===== src/rtl/cronometro_pkg.sv =====
// Shared definitions for the parametrised BCD stopwatch: state encoding, digit limit
// and an all-nines test over a packed digit vector.
package cronometro_pkg;

   typedef enum logic [1:0] {
      StReset  = 2'd0,
      StContar = 2'd1,
      StPausar = 2'd2,
      StParar  = 2'd3
   } estado_e;

   localparam logic [3:0] BCD_MAX = 4'd9;
   localparam int unsigned MaxDigits = 8;

   // Only the low n digits are examined; the vector is zero-padded by the caller.
   function automatic logic all_nines(input logic [4*MaxDigits-1:0] v, input int unsigned n);
      logic r;
      r = 1'b1;
      for (int unsigned i = 0; i < MaxDigits; i++) begin
         if (i < n && v[4*i +: 4] != BCD_MAX) r = 1'b0;
      end
      return r;
   endfunction

endpackage


===== src/rtl/cronometro_bcd_param_bcd_digito.sv =====
// One BCD digit of the stopwatch chain: increments on inc_in, rolls 9 -> 0 and
// raises carry_out in that same cycle so the next digit advances together.
module bcd_digito
   import cronometro_pkg::*;
(
   input  logic       clock,
   input  logic       reset,
   input  logic       clr,
   input  logic       inc_in,
   input  logic       sat_hold,
   output logic [3:0] q,
   output logic       carry_out
);

   logic [3:0] q_d, q_q;

   always_comb begin
      q_d = q_q;
      if (clr) begin
         q_d = 4'd0;
      end else if (inc_in && !sat_hold) begin
         q_d = (q_q == BCD_MAX) ? 4'd0 : q_q + 4'd1;
      end
   end

   always_ff @(posedge clock) begin
      if (reset) q_q <= 4'd0;
      else       q_q <= q_d;
   end

   assign q         = q_q;
   assign carry_out = inc_in && !sat_hold && (q_q == BCD_MAX);

endmodule


===== src/rtl/cronometro_bcd_param.sv =====
// Multi-digit BCD stopwatch: control FSM, tick prescaler, lap display hold and sticky
// overflow, driving a chain of bcd_digito instances.
module cronometro_bcd_param
   import cronometro_pkg::*;
#(
   parameter int unsigned DIGITS   = 4,
   parameter int unsigned TICK_DIV = 5000000,
   parameter bit          WRAP     = 1'b1
) (
   input  logic                clock,
   input  logic                reset,
   input  logic                contar,
   input  logic                pausar,
   input  logic                parar,
   input  logic                zerar,
   output logic [4*DIGITS-1:0] num_saida_display,
   output logic [4*DIGITS-1:0] num_saida_contador,
   output logic [1:0]          estado,
   output logic                tick,
   output logic                overflow
);

   localparam int unsigned W  = 4 * DIGITS;
   localparam int unsigned PW = $clog2(TICK_DIV);
   localparam logic [PW-1:0] PresMax = PW'(TICK_DIV - 1);

   estado_e state_d, state_q;
   logic [PW-1:0] presc_d, presc_q;
   logic tick_d, tick_q;
   logic ovf_d, ovf_q;
   logic [W-1:0] count_q, count_d;
   logic [W-1:0] display_d, display_q;
   logic [4*MaxDigits-1:0] count_ext;
   logic [DIGITS-1:0] inc_chain, carry;
   logic run, clr, hold_disp, sat_hold, carry_top, ovf_evt;

   // State register
   always_ff @(posedge clock) begin
      if (reset) state_q <= StReset;
      else       state_q <= state_d;
   end

   // Next state; parar outranks pausar, which outranks contar
   always_comb begin
      state_d = state_q;
      case (state_q)
         StReset: begin
            if (contar) state_d = StContar;
         end
         StContar: begin
            if (parar)       state_d = StParar;
            else if (pausar) state_d = StPausar;
         end
         StPausar: begin
            if (parar)                  state_d = StParar;
            else if (!pausar && contar) state_d = StContar;
         end
         StParar: begin
            if (zerar)                 state_d = StReset;
            else if (!parar && contar) state_d = StContar;
         end
         default: state_d = StReset;
      endcase
   end

   // FSM-derived controls
   always_comb begin
      run       = (state_q == StContar) || (state_q == StPausar);
      clr       = (state_d == StReset);
      hold_disp = (state_q == StPausar) && (state_d == StPausar);
      estado    = state_q;
   end

   always_comb begin
      tick_d  = run && (presc_q == PresMax);
      presc_d = presc_q;
      if (clr)         presc_d = '0;
      else if (run)    presc_d = tick_d ? '0 : presc_q + 1'b1;
   end

   always_comb begin
      count_ext          = '0;
      count_ext[W-1:0]   = count_q;
      sat_hold           = !WRAP && all_nines(count_ext, DIGITS);
      inc_chain[0]       = tick_d;
      for (int unsigned k = 1; k < DIGITS; k++) inc_chain[k] = carry[k-1];
      carry_top          = carry[DIGITS-1];
      // Wrap mode sees the top carry; saturate mode sees a tick landing on all-nines
      ovf_evt            = carry_top || (sat_hold && tick_d);
   end

   for (genvar k = 0; k < DIGITS; k++) begin : g_digit
      bcd_digito u_digit (
         .clock     (clock),
         .reset     (reset),
         .clr       (clr),
         .inc_in    (inc_chain[k]),
         .sat_hold  (sat_hold),
         .q         (count_q[4*k +: 4]),
         .carry_out (carry[k])
      );
   end

   // Mirror of the digit next-value so the display loads on the same edge as the count
   always_comb begin
      count_d = count_q;
      for (int unsigned k = 0; k < DIGITS; k++) begin
         if (clr) begin
            count_d[4*k +: 4] = 4'd0;
         end else if (inc_chain[k] && !sat_hold) begin
            count_d[4*k +: 4] = (count_q[4*k +: 4] == BCD_MAX) ? 4'd0 : count_q[4*k +: 4] + 4'd1;
         end
      end
      display_d = hold_disp ? display_q : count_d;
      ovf_d     = clr ? 1'b0 : (ovf_q || ovf_evt);
   end

   always_ff @(posedge clock) begin
      if (reset) begin
         presc_q   <= '0;
         tick_q    <= 1'b0;
         ovf_q     <= 1'b0;
         display_q <= '0;
      end else begin
         presc_q   <= presc_d;
         tick_q    <= tick_d;
         ovf_q     <= ovf_d;
         display_q <= display_d;
      end
   end

   assign num_saida_contador = count_q;
   assign num_saida_display  = display_q;
   assign tick               = tick_q;
   assign overflow           = ovf_q;

endmodule


===== config.mk =====
export PLATFORM = sky130hd
export DESIGN_NAME = cronometro_bcd_param
export DESIGN_NICKNAME = d
export VERILOG_FILES = /design/src/rtl/cronometro_pkg.sv /design/src/rtl/cronometro_bcd_param_bcd_digito.sv /design/src/rtl/cronometro_bcd_param.sv
export SDC_FILE = /design/constraint.sdc
export NUM_CORES = 1
export LEC_CHECK = 0
export ABC_CLOCK_PERIOD_IN_PS = 3300
export BUFFER_PORTS_ARGS = -buffer_cell sky130_fd_sc_hd__clkbuf_2
export CAP_MARGIN = 15
export CELL_PAD_IN_SITES_DETAIL_PLACEMENT = 1
export CELL_PAD_IN_SITES_GLOBAL_PLACEMENT = 2
export CORE_ASPECT_RATIO = 0.9
export CORE_MARGIN = 5
export CORE_UTILIZATION = 34
export CTS_CLUSTER_DIAMETER = 30
export DETAILED_ROUTE_END_ITERATION = 6
export PLACE_DENSITY_LB_ADDON = 0.1
export SLEW_MARGIN = 30
export SYNTH_ARGS = -nofsm -noshare
export SYNTH_HDL_FRONTEND = slang
export SYNTH_SLANG_ARGS = --single-unit
export TNS_END_PERCENT = 20

===== constraint.sdc =====
create_clock -name clock -period 3.3 [get_ports clock]
set_clock_uncertainty 0.1 [all_clocks]
set_input_delay 0.33 -clock clock [delete_from_list [all_inputs] [get_ports clock]]
set_output_delay 0.33 -clock clock [all_outputs]
set_load 0.05 [all_outputs]

* Word level (Yosys, flattened, before mapping)
Index checks and enable logic that the tools add are counted.
Widths: inputs -> output; s select.
** Word-level totals
- Register bits after elaboration :: 59
- Output and inout port bits :: 36
- Logic and storage cells :: 59
** Operators by class
- $add $sub $neg :: 5
- Equality and inequality tests :: 9
- Multiplexer cells :: 21
- Reductions and logical operators :: 15
** Operators with widths (number)
- $mux 4 :: 12
- $add 23x1->23 const B :: 1
- $eq 23x23->1 const B :: 1
- $mux 23 :: 1
- $add 4x1->4 const B :: 4
- $eq 4x4->1 const B :: 4
- $mux 2 :: 7
- $logic_and 1x1->1 :: 8
- $pmux 2 s4 :: 1
- $eq 2x2->1 const B :: 3
- $logic_not 2->1 :: 2
- $eq 2x1->1 const B :: 1
- $logic_not 1->1 :: 2
- $logic_or 1x1->1 :: 2
- $reduce_or 2->1 :: 1

* Depth between registers and ports, before layout
- Depth after elaboration :: 8
- Mapped depth :: 11
- Gate-level depth less buffers :: 8

* Cells and area by module
Synthesis repeated with hierarchy kept, for this count alone.
** Second synthesis, totals
- Cells, all modules :: 349
- Area total of the unflattened synthesis :: 3057.9 um^2
** Modules (own cells, without submodules)
- cronometro_bcd_param :: times used 1, cells each 265, area an instance 2272.2 um^2, sequential area each 860.8 um^2
- bcd_digito :: times used 4, cells each 21, area an instance 196.4 um^2, sequential area each 80.1 um^2

* Least setup slack after synthesis
No wires, ideal clock.
- Path type :: reg2reg
- Start :: register state_q[0], in the netlist estado[0]
- End :: register display_q[10], in the netlist num_saida_display[10]
- Arrival time :: 2702 ps
- Data required time :: 3079 ps
- Slack :: 377 ps
- Stages on the path, launching flop included :: 10
- Cell sequence :: dfxtp_1 inv_1 ha_1 nand4_2 or4_4 nor2_1 buf_2 nand4_1 xnor2_1 o2bb2ai_1
** Between the ends
- Cells in the longest elaborated chain, start to end :: 7
- Elaborated cells between the ends (all ways) :: 21
- Classes of those cells :: eq/ne: 4; mux: 10; reduce/logical: 7
** Ends and longest elaborated chain
- start, declared :: line cronometro_bcd_param.sv:27 : estado_e state_d, state_q;
- start signal, assigned :: line cronometro_bcd_param.sv:39 : if (reset) state_q <= StReset;
- start signal, assigned :: line cronometro_bcd_param.sv:40 : else state_q <= state_d;
- $eq 2x1->1 / $eq 2x2->1 (equally long branches) :: line cronometro_bcd_param.sv:68 : run = (state_q == StContar) || (state_q == StPausar);
- $logic_or 1x1->1 * :: line cronometro_bcd_param.sv:68
- via run :: line cronometro_bcd_param.sv:35 : logic run, clr, hold_disp, sat_hold, carry_top, ovf_evt;
- $logic_and 1x1->1 * :: line cronometro_bcd_param.sv:75 : tick_d = run && (presc_q == PresMax);
- $logic_and 1x1->1 * (2 in a row) :: line cronometro_bcd_param_bcd_digito.sv:32 : assign carry_out = inc_in && !sat_hold && (q_q == BCD_MAX);
- $mux 4 * :: line cronometro_bcd_param.sv:110 : end else if (inc_chain[k] && !sat_hold) begin
- $mux 4 * :: line cronometro_bcd_param.sv:108 : if (clr) begin
- end signal, assigned :: line cronometro_bcd_param.sv:128 : display_q <= display_d;
- end, declared :: line cronometro_bcd_param.sv:32 : logic [W-1:0] display_d, display_q;
The timed path passes the listed nets; every way through them passes the cells marked *.
A chain may end at the register's enable or synchronous reset.

* Final worst setup path
- Start :: register state_q[0], in the netlist estado[0]
- End :: register display_q[15], in the netlist num_saida_display[15]
** Between the ends
- Cells in the longest elaborated chain, start to end :: 8
- Elaborated cells between the ends (all ways) :: 22
- Classes of those cells :: eq/ne: 4; mux: 10; reduce/logical: 8
** Ends and longest elaborated chain (line)
- $eq 2x1->1 / $eq 2x2->1 (equally long branches) :: cronometro_bcd_param.sv:68
- $logic_or 1x1->1 * :: cronometro_bcd_param.sv:68
- via run :: cronometro_bcd_param.sv:35
- $logic_and 1x1->1 * :: cronometro_bcd_param.sv:75
- $logic_and 1x1->1 * (3 in a row) :: cronometro_bcd_param_bcd_digito.sv:32
- $mux 4 * :: cronometro_bcd_param.sv:110
- $mux 4 *
Marks and branches as above.

==> impl_metrics.tcl <==
set metrics [dict create \
    drc_errors 0 \
    yosysSeqAreaShare 0.434 \
    ys_ff_latch 59 \
    place_congestion 0.753 \
    num_io_pins 42 \
    synth_cell_types 53 \
    hold_violations 0 \
    drive_gt1_frac 0.196 \
    path_max_fanout 11 \
    initial_core_util 0.344 \
    cts_setup_buffers 0 \
    grt_usage 0.150 \
    reg2reg_slack_ps 390 \
    cts_tree "yes" \
    num_antenna_cells 0 \
    rows 31 \
    synth_xor_area_frac 0.0966 \
    synth_edf_count 0 \
    vias 2335 \
    cap_violations 0 \
    crit_type "reg -> reg" \
    worst_pin_slew_ps 599 \
    die_area_um2 9890 \
    first_pass_iters 4 \
    syn_nets 320 \
    drv_slew 0 \
    path_clk_slew_ps 70 \
    clock.fmax_mhz 343 \
    syn_to_final_growth_pct 20.9 \
    rr_worst_depth 9 \
    drt_iter0_markers 68 \
    yosys.area_share.adder 0.0230 \
    cts_resized 0 \
    hold-path-cell-count 2 \
    muxShareOfSynthArea 0.0152 \
    dp_hpwl_um 5110 \
    wl_per_cell_um 15.1 \
    r2r_start "estado[0]" \
    portBuffers 41 \
    grt_pass1_wl_um 11900 \
    synth_ff_type "dfxtp_1" \
    antenna_found_initial 0 \
    async_reset_ff_frac 0 \
    cpMaxStageDelayCell "or4_4" \
    cp_data_required_time_ps 3420 \
    hp-class "in -> reg" \
    die_w_um 104 \
    path_cells "inv_1 -> ha_1 -> nand4_2 -> or4_4 -> nor2_1 -> buf_4 -> mux2_1 -> o22ai_1 -> a21oi_1" \
    cpPeakStageDelay_ps 600 \
    grt.overflow.total 0 \
    whs_endpoint "num_saida_display[15]" \
    final_nets 368 \
    setup_viol 0 \
    h-tree-depth 3 \
    ant_nets 0 \
    grt_max_degree 22 \
    synth_compound_area_frac 0.123 \
    cts-hold-fix-buffers 0 \
    status "finished clean" \
    coreArea_um2 7910 \
    setup_tns_ps 0 \
    grt_pass1_vias 2374 \
    slew_headroom 0.595 \
    syn-instance-count 309 \
    cts.sink_count 59 \
    min_from "reset" \
    final_common_cell "dfxtp_1" \
    clock_latency_ps 330 \
    dieHeight_um 94.9 \
    startpoint "estado[0]" \
    wl_um 6980 \
    synth-simple-area-share 0.276 \
    p_leak_uw 0.00128 \
    reg2reg_to "num_saida_display[15]" \
    cts_made_buffers 9 \
    critPathCaptureType "register" \
    mostFrequentLayoutCells "dfxtp_1, nor2_1, clkbuf_2" \
    yosysWarnings 0 \
    ctsLongestPathBuffers 2 \
    synth_top_family_by_area "simple AND/OR/NAND/NOR gates" \
    power.density_nw_per_um2 501 \
    cp.arrival_ps 3030 \
    worst_ir_drop_vdd_v 0.000287 \
    root_buffer "clkbuf_8" \
    utilization 0.416 \
    n_fill_cell 963 \
    synth.avg_cell_area_um2 8.80 \
    viasPerCell 5.07 \
    finalCritPeriodShare 0.883 \
    start_kind "register" \
    period_minus_slack_ps 2910 \
    synth.cell_area_um2 2720 \
    rsz0062_at_grt "no" \
]
flip-flops by register name, indices dropped and copies added (netlist names):
name               count
presc_q               23
g_digit.u_digit.q     16
num_saida_display     16
estado                 2
overflow               1
tick                   1
cell families (layout without fill, tap and decap cells):
kind of cell               Yosys count  in the layout
buffers and inverters               21             74
and+or+nand+nor                    144            144
xor gates and xnor gates            30             30
adders and majority gates            5              5
AOI/OAI and AO/OA                   46             46
DFF                                 59             59
muxes                                4              4
per-stage QoR:
| step | power [uW] | hold slack (ps) | instances | instance area (um2) | setup slack (ps) |
|---|---|---|---|---|---|
| after floorplan | 823 | 388 | 309 | 2720 | 377 |
| after global placement | 861 | 346 | 445 | 3050 | 429 |
| after detailed placement | 861 | 346 | 445 | 3050 | 392 |
| after CTS | 1680 | 172 | 461 | 3290 | 382 |
| after global routing | 1730 | 193 | 461 | 3290 | 203 |
| final | 1650 | 193 | 461 | 3290 | 385 |
metal layers:
metal | wire [um] | track usage
met1 | 3390 | 0.191
met2 | 3260 | 0.245
met3 | 271 | 0.0506
met4 | 67 | 0.0388
met5 | 0 | 0
how the worst max path moves through the flow:
| stage | endpoint | slack [ps] | cells after the start |
|---|---|---|---|
| 3_5_place_dp | num_saida_display[15] | 390 | 9 |
| 3_3_place_gp | num_saida_display[15] | 430 | 9 |
| 2_1_floorplan | num_saida_display[10] | 380 | 9 |
| 5_1_grt | num_saida_display[15] | 200 | 9 |
| 4_1_cts | num_saida_display[15] | 380 | 9 |
| 6_report | num_saida_display[15] | 390 | 9 |
critical path, delay by kind of cell, from the launching register on:
family	cells	cell delay [ps]
AOI/OAI and AO/OA	2	230
DFF	1	430
adders and majority gates	1	440
and+or+nand+nor	3	920
buffers and inverters	2	330
muxes	1	360
synth_stat cells, types with 2 or more instances:
master / n / area, um2
o21ai_1: 5 / 25.0
ha_1: 5 / 62.6
nor2_1: 51 / 191
nor2b_1: 8 / 50.1
and3b_1: 2 / 17.5
nand2_1: 21 / 78.8
o22ai_1: 2 / 12.5
nor4bb_1: 2 / 20.0
nor4_1: 4 / 25.0
nor3b_1: 2 / 15.0
inv_1: 11 / 41.3
nand4_1: 14 / 87.6
a21oi_1: 12 / 60.1
mux2i_1: 3 / 30.0
nand3_1: 10 / 50.1
or2_2: 3 / 18.8
o2bb2ai_1: 12 / 105
xor2_1: 18 / 158
nand2b_1: 6 / 37.5
and3_1: 5 / 31.3
nand4b_1: 2 / 17.5
nand3b_1: 2 / 15.0
nor3_1: 3 / 15.0
xnor2_1: 12 / 105
dfxtp_1: 59 / 1180
buf_2: 7 / 35.0
clkbuf_1: 2 / 7.51
power by group:
group | total [uW] | internal, uW | switching, uW
registers | 723 | 716 | 6.63
clock network | 806 | 520 | 285
logic | 121 | 36.8 | 84.1
cell type report:
cell class | instances | area [um2] | share of cell area
flip-flops and latches | 59 | 1180 | 0.359
well taps | 99 | 124 | 0.0377
clock buffers | 11 | 141 | 0.0430
repair buffers | 47 | 250 | 0.0761
inverters | 11 | 41.3 | 0.0126
clock inverters | 5 | 100 | 0.0304
multi-input cells | 229 | 1450 | 0.441
(Power assumes the default switching activity.)
